<file path="src/rtl/debounce_pulse.sv">
// -----------------------------------------------------------------------------
// debounce_pulse
//
// Conditions a raw push-button / switch input for use inside the clk domain.
// The raw signal is brought through a two-flop synchroniser, then filtered by
// a four-state machine with a stability counter.
//
// The output level changes only when the synchronised input has disagreed
// with it for STABLE_CYCLES+1 consecutive samples: the first differing sample
// followed by STABLE_CYCLES confirming ones. Any single agreeing sample
// restarts the qualification window.
//
// Parameters
//   STABLE_CYCLES : confirming samples required after the first differing one
//                   (>= 1)
//   CNT_W         : stability counter width; 2**CNT_W must exceed
//                   STABLE_CYCLES-1
//   PCNT_W        : press counter width
//
// Ports
//   clk         in   system clock, rising edge
//   clr         in   asynchronous active-high reset
//   btn_in      in   raw button, asynchronous to clk, may bounce
//   btn_level   out  debounced level (registered)
//   rise_pulse  out  one-cycle pulse when btn_level goes 0->1
//   fall_pulse  out  one-cycle pulse when btn_level goes 1->0
//   press_count out  accepted rising edges, modulo 2**PCNT_W
// -----------------------------------------------------------------------------
module debounce_pulse #(
   parameter int STABLE_CYCLES = 4,
   parameter int CNT_W         = 20,
   parameter int PCNT_W        = 8
) (
   input  logic              clk,
   input  logic              clr,
   input  logic              btn_in,
   output logic              btn_level,
   output logic              rise_pulse,
   output logic              fall_pulse,
   output logic [PCNT_W-1:0] press_count
);

   localparam logic [1:0] IDLE_LOW  = 2'd0;
   localparam logic [1:0] WAIT_HIGH = 2'd1;
   localparam logic [1:0] IDLE_HIGH = 2'd2;
   localparam logic [1:0] WAIT_LOW  = 2'd3;

   // Counter value at which the final confirming sample arrives.
   localparam logic [CNT_W-1:0] CNT_LAST = CNT_W'(STABLE_CYCLES - 1);

   logic              r_sync0;
   logic              r_sync1;
   logic [1:0]        r_state;
   logic [CNT_W-1:0]  r_cnt;
   logic              r_level;
   logic              r_rise;
   logic              r_fall;
   logic [PCNT_W-1:0] r_pcnt;

   logic [1:0]        w_state_nxt;
   logic [CNT_W-1:0]  w_cnt_nxt;
   logic              w_level_nxt;
   logic              w_rise_nxt;
   logic              w_fall_nxt;
   logic [PCNT_W-1:0] w_pcnt_nxt;

   // Two-flop synchroniser. r_sync0 may go metastable. Only r_sync1 is used
   // by the filter.
   always_ff @(posedge clk or posedge clr) begin
      if (clr) begin
         r_sync0 <= 1'b0;
         r_sync1 <= 1'b0;
      end else begin
         r_sync0 <= btn_in;
         r_sync1 <= r_sync0;
      end
   end

   // Filter FSM next-state logic. The pulses default low, so each one lasts
   // exactly the single cycle in which the level flips.
   always_comb begin
      w_state_nxt = r_state;
      w_cnt_nxt   = r_cnt;
      w_level_nxt = r_level;
      w_rise_nxt  = 1'b0;
      w_fall_nxt  = 1'b0;
      w_pcnt_nxt  = r_pcnt;
      case (r_state)
         IDLE_LOW: begin
            if (r_sync1) begin
               w_state_nxt = WAIT_HIGH;
               w_cnt_nxt   = '0;
            end
         end
         WAIT_HIGH: begin
            if (!r_sync1) begin
               // Disagreement: abandon the window and restart counting later.
               w_state_nxt = IDLE_LOW;
               w_cnt_nxt   = '0;
            end else if (r_cnt == CNT_LAST) begin
               w_state_nxt = IDLE_HIGH;
               w_level_nxt = 1'b1;
               w_rise_nxt  = 1'b1;
               w_pcnt_nxt  = r_pcnt + PCNT_W'(1);   // wraps silently
            end else begin
               w_cnt_nxt = r_cnt + CNT_W'(1);
            end
         end
         IDLE_HIGH: begin
            if (!r_sync1) begin
               w_state_nxt = WAIT_LOW;
               w_cnt_nxt   = '0;
            end
         end
         WAIT_LOW: begin
            if (r_sync1) begin
               w_state_nxt = IDLE_HIGH;
               w_cnt_nxt   = '0;
            end else if (r_cnt == CNT_LAST) begin
               w_state_nxt = IDLE_LOW;
               w_level_nxt = 1'b0;
               w_fall_nxt  = 1'b1;
            end else begin
               w_cnt_nxt = r_cnt + CNT_W'(1);
            end
         end
         default: begin
            w_state_nxt = IDLE_LOW;
            w_cnt_nxt   = '0;
         end
      endcase
   end

   always_ff @(posedge clk or posedge clr) begin
      if (clr) begin
         r_state <= IDLE_LOW;
         r_cnt   <= '0;
         r_level <= 1'b0;
         r_rise  <= 1'b0;
         r_fall  <= 1'b0;
         r_pcnt  <= '0;
      end else begin
         r_state <= w_state_nxt;
         r_cnt   <= w_cnt_nxt;
         r_level <= w_level_nxt;
         r_rise  <= w_rise_nxt;
         r_fall  <= w_fall_nxt;
         r_pcnt  <= w_pcnt_nxt;
      end
   end

   assign btn_level   = r_level;
   assign rise_pulse  = r_rise;
   assign fall_pulse  = r_fall;
   assign press_count = r_pcnt;

endmodule

</file>
<file path="config.mk">
export PLATFORM = sky130hd
export DESIGN_NAME = debounce_pulse
export DESIGN_NICKNAME = d
export VERILOG_FILES = /design/src/rtl/debounce_pulse.sv
export SDC_FILE = /design/constraint.sdc
export NUM_CORES = 1
export LEC_CHECK = 0
export ABC_AREA = 1
export BUFFER_PORTS_ARGS = -buffer_cell sky130_fd_sc_hd__clkbuf_2
export CELL_PAD_IN_SITES_DETAIL_PLACEMENT = 0
export CELL_PAD_IN_SITES_GLOBAL_PLACEMENT = 1
export CORE_MARGIN = 4
export CORE_UTILIZATION = 44
export CTS_CLUSTER_DIAMETER = 80
export DETAILED_ROUTE_END_ITERATION = 12
export HOLD_SLACK_MARGIN = 0.06
export PLACE_DENSITY = 0.87
export SYNTH_ARGS = -nofsm -noshare
export SYNTH_HDL_FRONTEND = slang
export SYNTH_SLANG_ARGS = --single-unit
</file>
<file path="constraint.sdc">
create_clock -name clk -period 2 [get_ports clk]
set_input_delay 0.4 -clock clk [delete_from_list [all_inputs] [get_ports clk]]
set_output_delay 0.4 -clock clk [all_outputs]
set_load 0.01 [all_outputs]
</file>
Word-level counts from Yosys, hierarchy flattened
Cells that the tools add are included. W data, S select, Z words.

Flip-flop bits (word level): 35. Bits of input ports: 3. Word-level logic and storage cells: 51.

Add/subtract/negate cells: 2. Equality and inequality tests: 12. Muxes and demuxes: 23. Reduce and logical (&&, ||, !) cells: 6.

Operator list (count): $mux W20 (5); $pmux W20 S4 (1); $add A20 B1 Y20 const B (1); $eq A20 B2 Y1 const B (1); $mux W2 (6); $ne A2 B2 Y1 const B (6); $mux W1 (9); $add A8 B1 Y8 const B (1); $pmux W2 S4 (1); $ne A3 B3 Y1 const B (2); $reduce_and A5 Y1 (1); $eq A2 B2 Y1 const B (2); $reduce_and A4 Y1 (1); $reduce_and A3 Y1 (1); $eq A2 B1 Y1 const B (1); $logic_not A2 Y1 (1); $pmux W1 S2 (1); $reduce_and A2 Y1 (1); $reduce_bool A2 Y1 (1).

Logic depth before layout (Yosys ltp)
Word-level depth: 4. Mapped depth: 10.

Least setup slack after synthesis
OpenSTA, ideal clock, no wires.

Path type: register to register. Start point: register r_cnt[0]. End point: register r_cnt[1]. Setup time: 0.117 ns. Data arrival time: 1.295 ns. Slack: 0.588 ns. Cell stages (with the launch flop): 10. Path buffers: 1. Clock period less this slack: 1.412 ns. Path through: dfrtp_1 -> ha_1 -> buf_2 -> nand3_1 -> nor2_1 -> nand3b_1 -> nand2_2 -> inv_1 -> nand2_1 -> nand2_1.

Word-level cells in the longest chain between the ends: 4. Elaborated cells between the ends (all ways): 6. Those cells by class: add/sub (1); eq/ne (1); mux (4).

RTL lines: start, declared (line 54) `logic [CNT_W-1:0] r_cnt;`; start signal, assigned (line 144) `r_cnt <= w_cnt_nxt;`; $add A20 B1 Y20 or $eq A20 B2 Y1 (tied branches); $mux W20 * (line 100, 119); $mux W20 (on tied branches) (line 116, 96); $pmux W20 S4 * (line 88) `case (r_state)`.

Every way passes the cells marked *; elsewhere a longest branch is shown, timed or not. A chain may end at the register's enable or synchronous reset.

Worst setup path after layout
Same ends and word-level chain as after synthesis.

==> reports/metrics.yaml <==
cts:
  insertion_delay_ns: 0.29
  holdBufCountCts: 0
  post_cts_resized: 0
  htreeDepth: 2
  cts_buffer_depth: 2
  cts.sinks: 35
  cts_tree: "done"
  clock-root-buffer: "clkbuf_8"
  path_clk_slew_ns: 0.08
  cts_setup_buffers: 0
  numCtsBuffers: 5
sta:
  finClkSkew_ns: 0.00918
  tightest_slew_ns: 0.440
  drv_slew: 0
  finalCritPeriodShare_pct: 88.0
  clock.fmax_mhz: 568
  hold_ws_ns: 0.176
  rsz0062_at_grt: "false"
  setup_ws_ns: 0.241
  fin_setup_tns_ns: 0
  finalHoldViolations: 0
  fin_crit_ns: 1.76
  slew_headroom_pct: 70.7
  setup_violations: 0
yosys:
  yosysWarnings: 0
  synth_top_area_cell: "dfrtp_1"
  netlist_top_cells_area: "dfrtp_1 40%, nand2_1 15%, nand3_1 7.5%"
  ys_seq_area_share_pct: 39.5
  synth_top_area_share_pct: 39.5
  syn-cell-area_um2: 2210
  syn_avg_cell_area_um2: 7.14
  syn_nets: 315
  ys_ff_latch: 35
  syn_inst: 310
  ys_types: 28
power_and_ir_drop:
  power_leakage_nw: 1.21
  seq_power_share_pct: 42.8
  power_switching_mw: 0.718
  p_int_mw: 1.22
  switching_share_pct: 37.0
  combPwrFrac_pct: 27.9
  p_clk_share_pct: 29.3
  power_mw: 1.94
  pwr_density_cell_nw_per_um2: 790
  ir_worst_vdd_v: 0.000629
worst_setup_path:
  crit_chain: "ha_1 -> nand3_1 -> nor2_1 -> nand3b_1 -> nand2_2 -> inv_1 -> nand2_1 -> nand2_1"
  arrival_ns: 1.94
  critPathMaxStageDelay_ns: 0.43
  slowest_stage: "dfrtp_1"
  crit_path_start_kind: "flop"
  r2r_cells: 8
  r2r_slack_ns: 0.24
  crit_fanout: 8
  r2r_start: "r_cnt[0]$_DFFE_PP0P_"
  cpMostUsedCell: "nand2_1"
  worst-setup-path-type: "reg -> reg"
  required_ns: 2.18
  r2r_end: "r_cnt[1]$_DFFE_PP0P_"
  crit_path_end_kind: "flop"
global_routing:
  antenna_found_initial: 0
  overflow: 0
  track_usage_pct: 19.1
  grt_max_degree: 36
  grt_pass1_vias: 1933
  grt_pass1_wl_mm: 9.23
run_status:
  status: "finished, final reports clean"
routing:
  ant_nets: 0
  viasPerCell: 5.10
  drtIter0Drc: 152
  vias: 2020
  wl_per_cell_um: 13.5
  wl_mm: 5.34
  firstDrtPassIters: 4
  drc: 0
final_layout:
  area_delta_synth_final_pct: 10.8
  drive_above_1_share_pct: 14.9
  final-instance-count-excl-fill: 396
  layout.cells.most_common: "nand2_1"
  n_antenna_cell: 0
  nets: 333
  mostFrequentLayoutCells: "86 x nand2_1, 38 x inv_1, 35 x dfrtp_1"
floorplanning:
  ios: 14
  core_um2: 4790
  die_h_um: 78.9
  dieArea_um2: 6230
  rows: 25
  die_x_um: 78.9
  start_util_pct: 46.3
placed_design:
  gp_congestion: 0.890
  io_buffers: 13
  dp.cells: 388
  dp_hpwl_mm: 4.10
  place_ws_ns: 0.291
min_path:
  worstHoldPathType: "in -> async"
run:
  maxCapViolations: 0
worst max path at each step:
stage | from | end | slack, ns | cells after the start
CTS | r_cnt[0]$_DFFE_PP0P_ | r_cnt[1]$_DFFE_PP0P_ | 0.27 | 8
global route | r_cnt[0]$_DFFE_PP0P_ | r_cnt[1]$_DFFE_PP0P_ | 0.11 | 8
finish | r_cnt[0]$_DFFE_PP0P_ | r_cnt[1]$_DFFE_PP0P_ | 0.24 | 8
floorplan | r_cnt[0]$_DFFE_PP0P_ | r_cnt[1]$_DFFE_PP0P_ | 0.59 | 9
global placement | r_cnt[0]$_DFFE_PP0P_ | r_cnt[1]$_DFFE_PP0P_ | 0.32 | 8
detailed placement | r_cnt[0]$_DFFE_PP0P_ | r_cnt[0]$_DFFE_PP0P_ | 0.29 | 8
state kept, by name (all words and copies together) (netlist names), named ones only:
name         cells
btn_level        1
r_state          1
fall_pulse       1
press_count      8
r_sync1          1
r_sync0          1
rise_pulse       1
r_cnt           20
cell families (layout without fill, tap and decap cells):
kind of cell | after synthesis | after routing | synth area share (%)
AOI/OAI and AO/OA | 21 | 21 | 5.54
adders and majority gates | 2 | 2 | 1.13
buffers and inverters | 47 | 66 | 8.59
and+or+nand+nor | 195 | 195 | 41.2
DFF | 35 | 35 | 39.5
xor gates and xnor gates | 10 | 10 | 3.95
worst max-delay path, delay by kind of cell (launching register included):
kind                       cells  cell delay (ns)
and+or+nand+nor                6             0.78
adders and majority gates      1             0.35
DFF                            1             0.43
buffers and inverters          1             0.09
layer usage:
metal  wire, um  global-route usage, %  vias up
met3        278                   3.85       11
met4        101                   7.04        0
met1       2560                   26.4      922
met2       2400                   29.7       56
met5          0                      0        -
li1           -                      -     1031
power by group through the flow:
stage | clock network (mW) | registers (mW) | logic [mW]
floorplan | 0 | 0.840 | 0.390
finish | 0.568 | 0.829 | 0.540
detailed placement | 0 | 0.843 | 0.538
CTS | 0.595 | 0.829 | 0.538
global route | 0.619 | 0.842 | 0.604
global placement | 0 | 0.840 | 0.544
synth_stat cells (all sizes together):
cell type,instances
a21boi,1
a21oi,6
buf,4
clkbuf,1
dfrtp,35
ha,2
inv,42
nand2,94
nand3,36
nand3b,2
nand4,17
nor2,42
nor3,3
o21ai,12
o21bai,1
o22ai,1
or2,1
xnor2,5
xor2,5
stage by stage:
step	instance area [um2]	utilization, %
2_1_floorplan	2210	-
3_3_place_gp	2350	49.2
3_5_place_dp	2350	49.2
4_1_cts	2450	51.3
5_1_grt	2450	51.3
6_report	2450	51.3
final cells by class:
class,instances,area [um2]
clock buffers,8,100
fillers,481,2330
inverters,42,158
multi-input cells,228,1150
flip-flops and latches,35,876
well taps,67,83.8
repair buffers,16,87.6
Power figures use the tool's default switching activity.
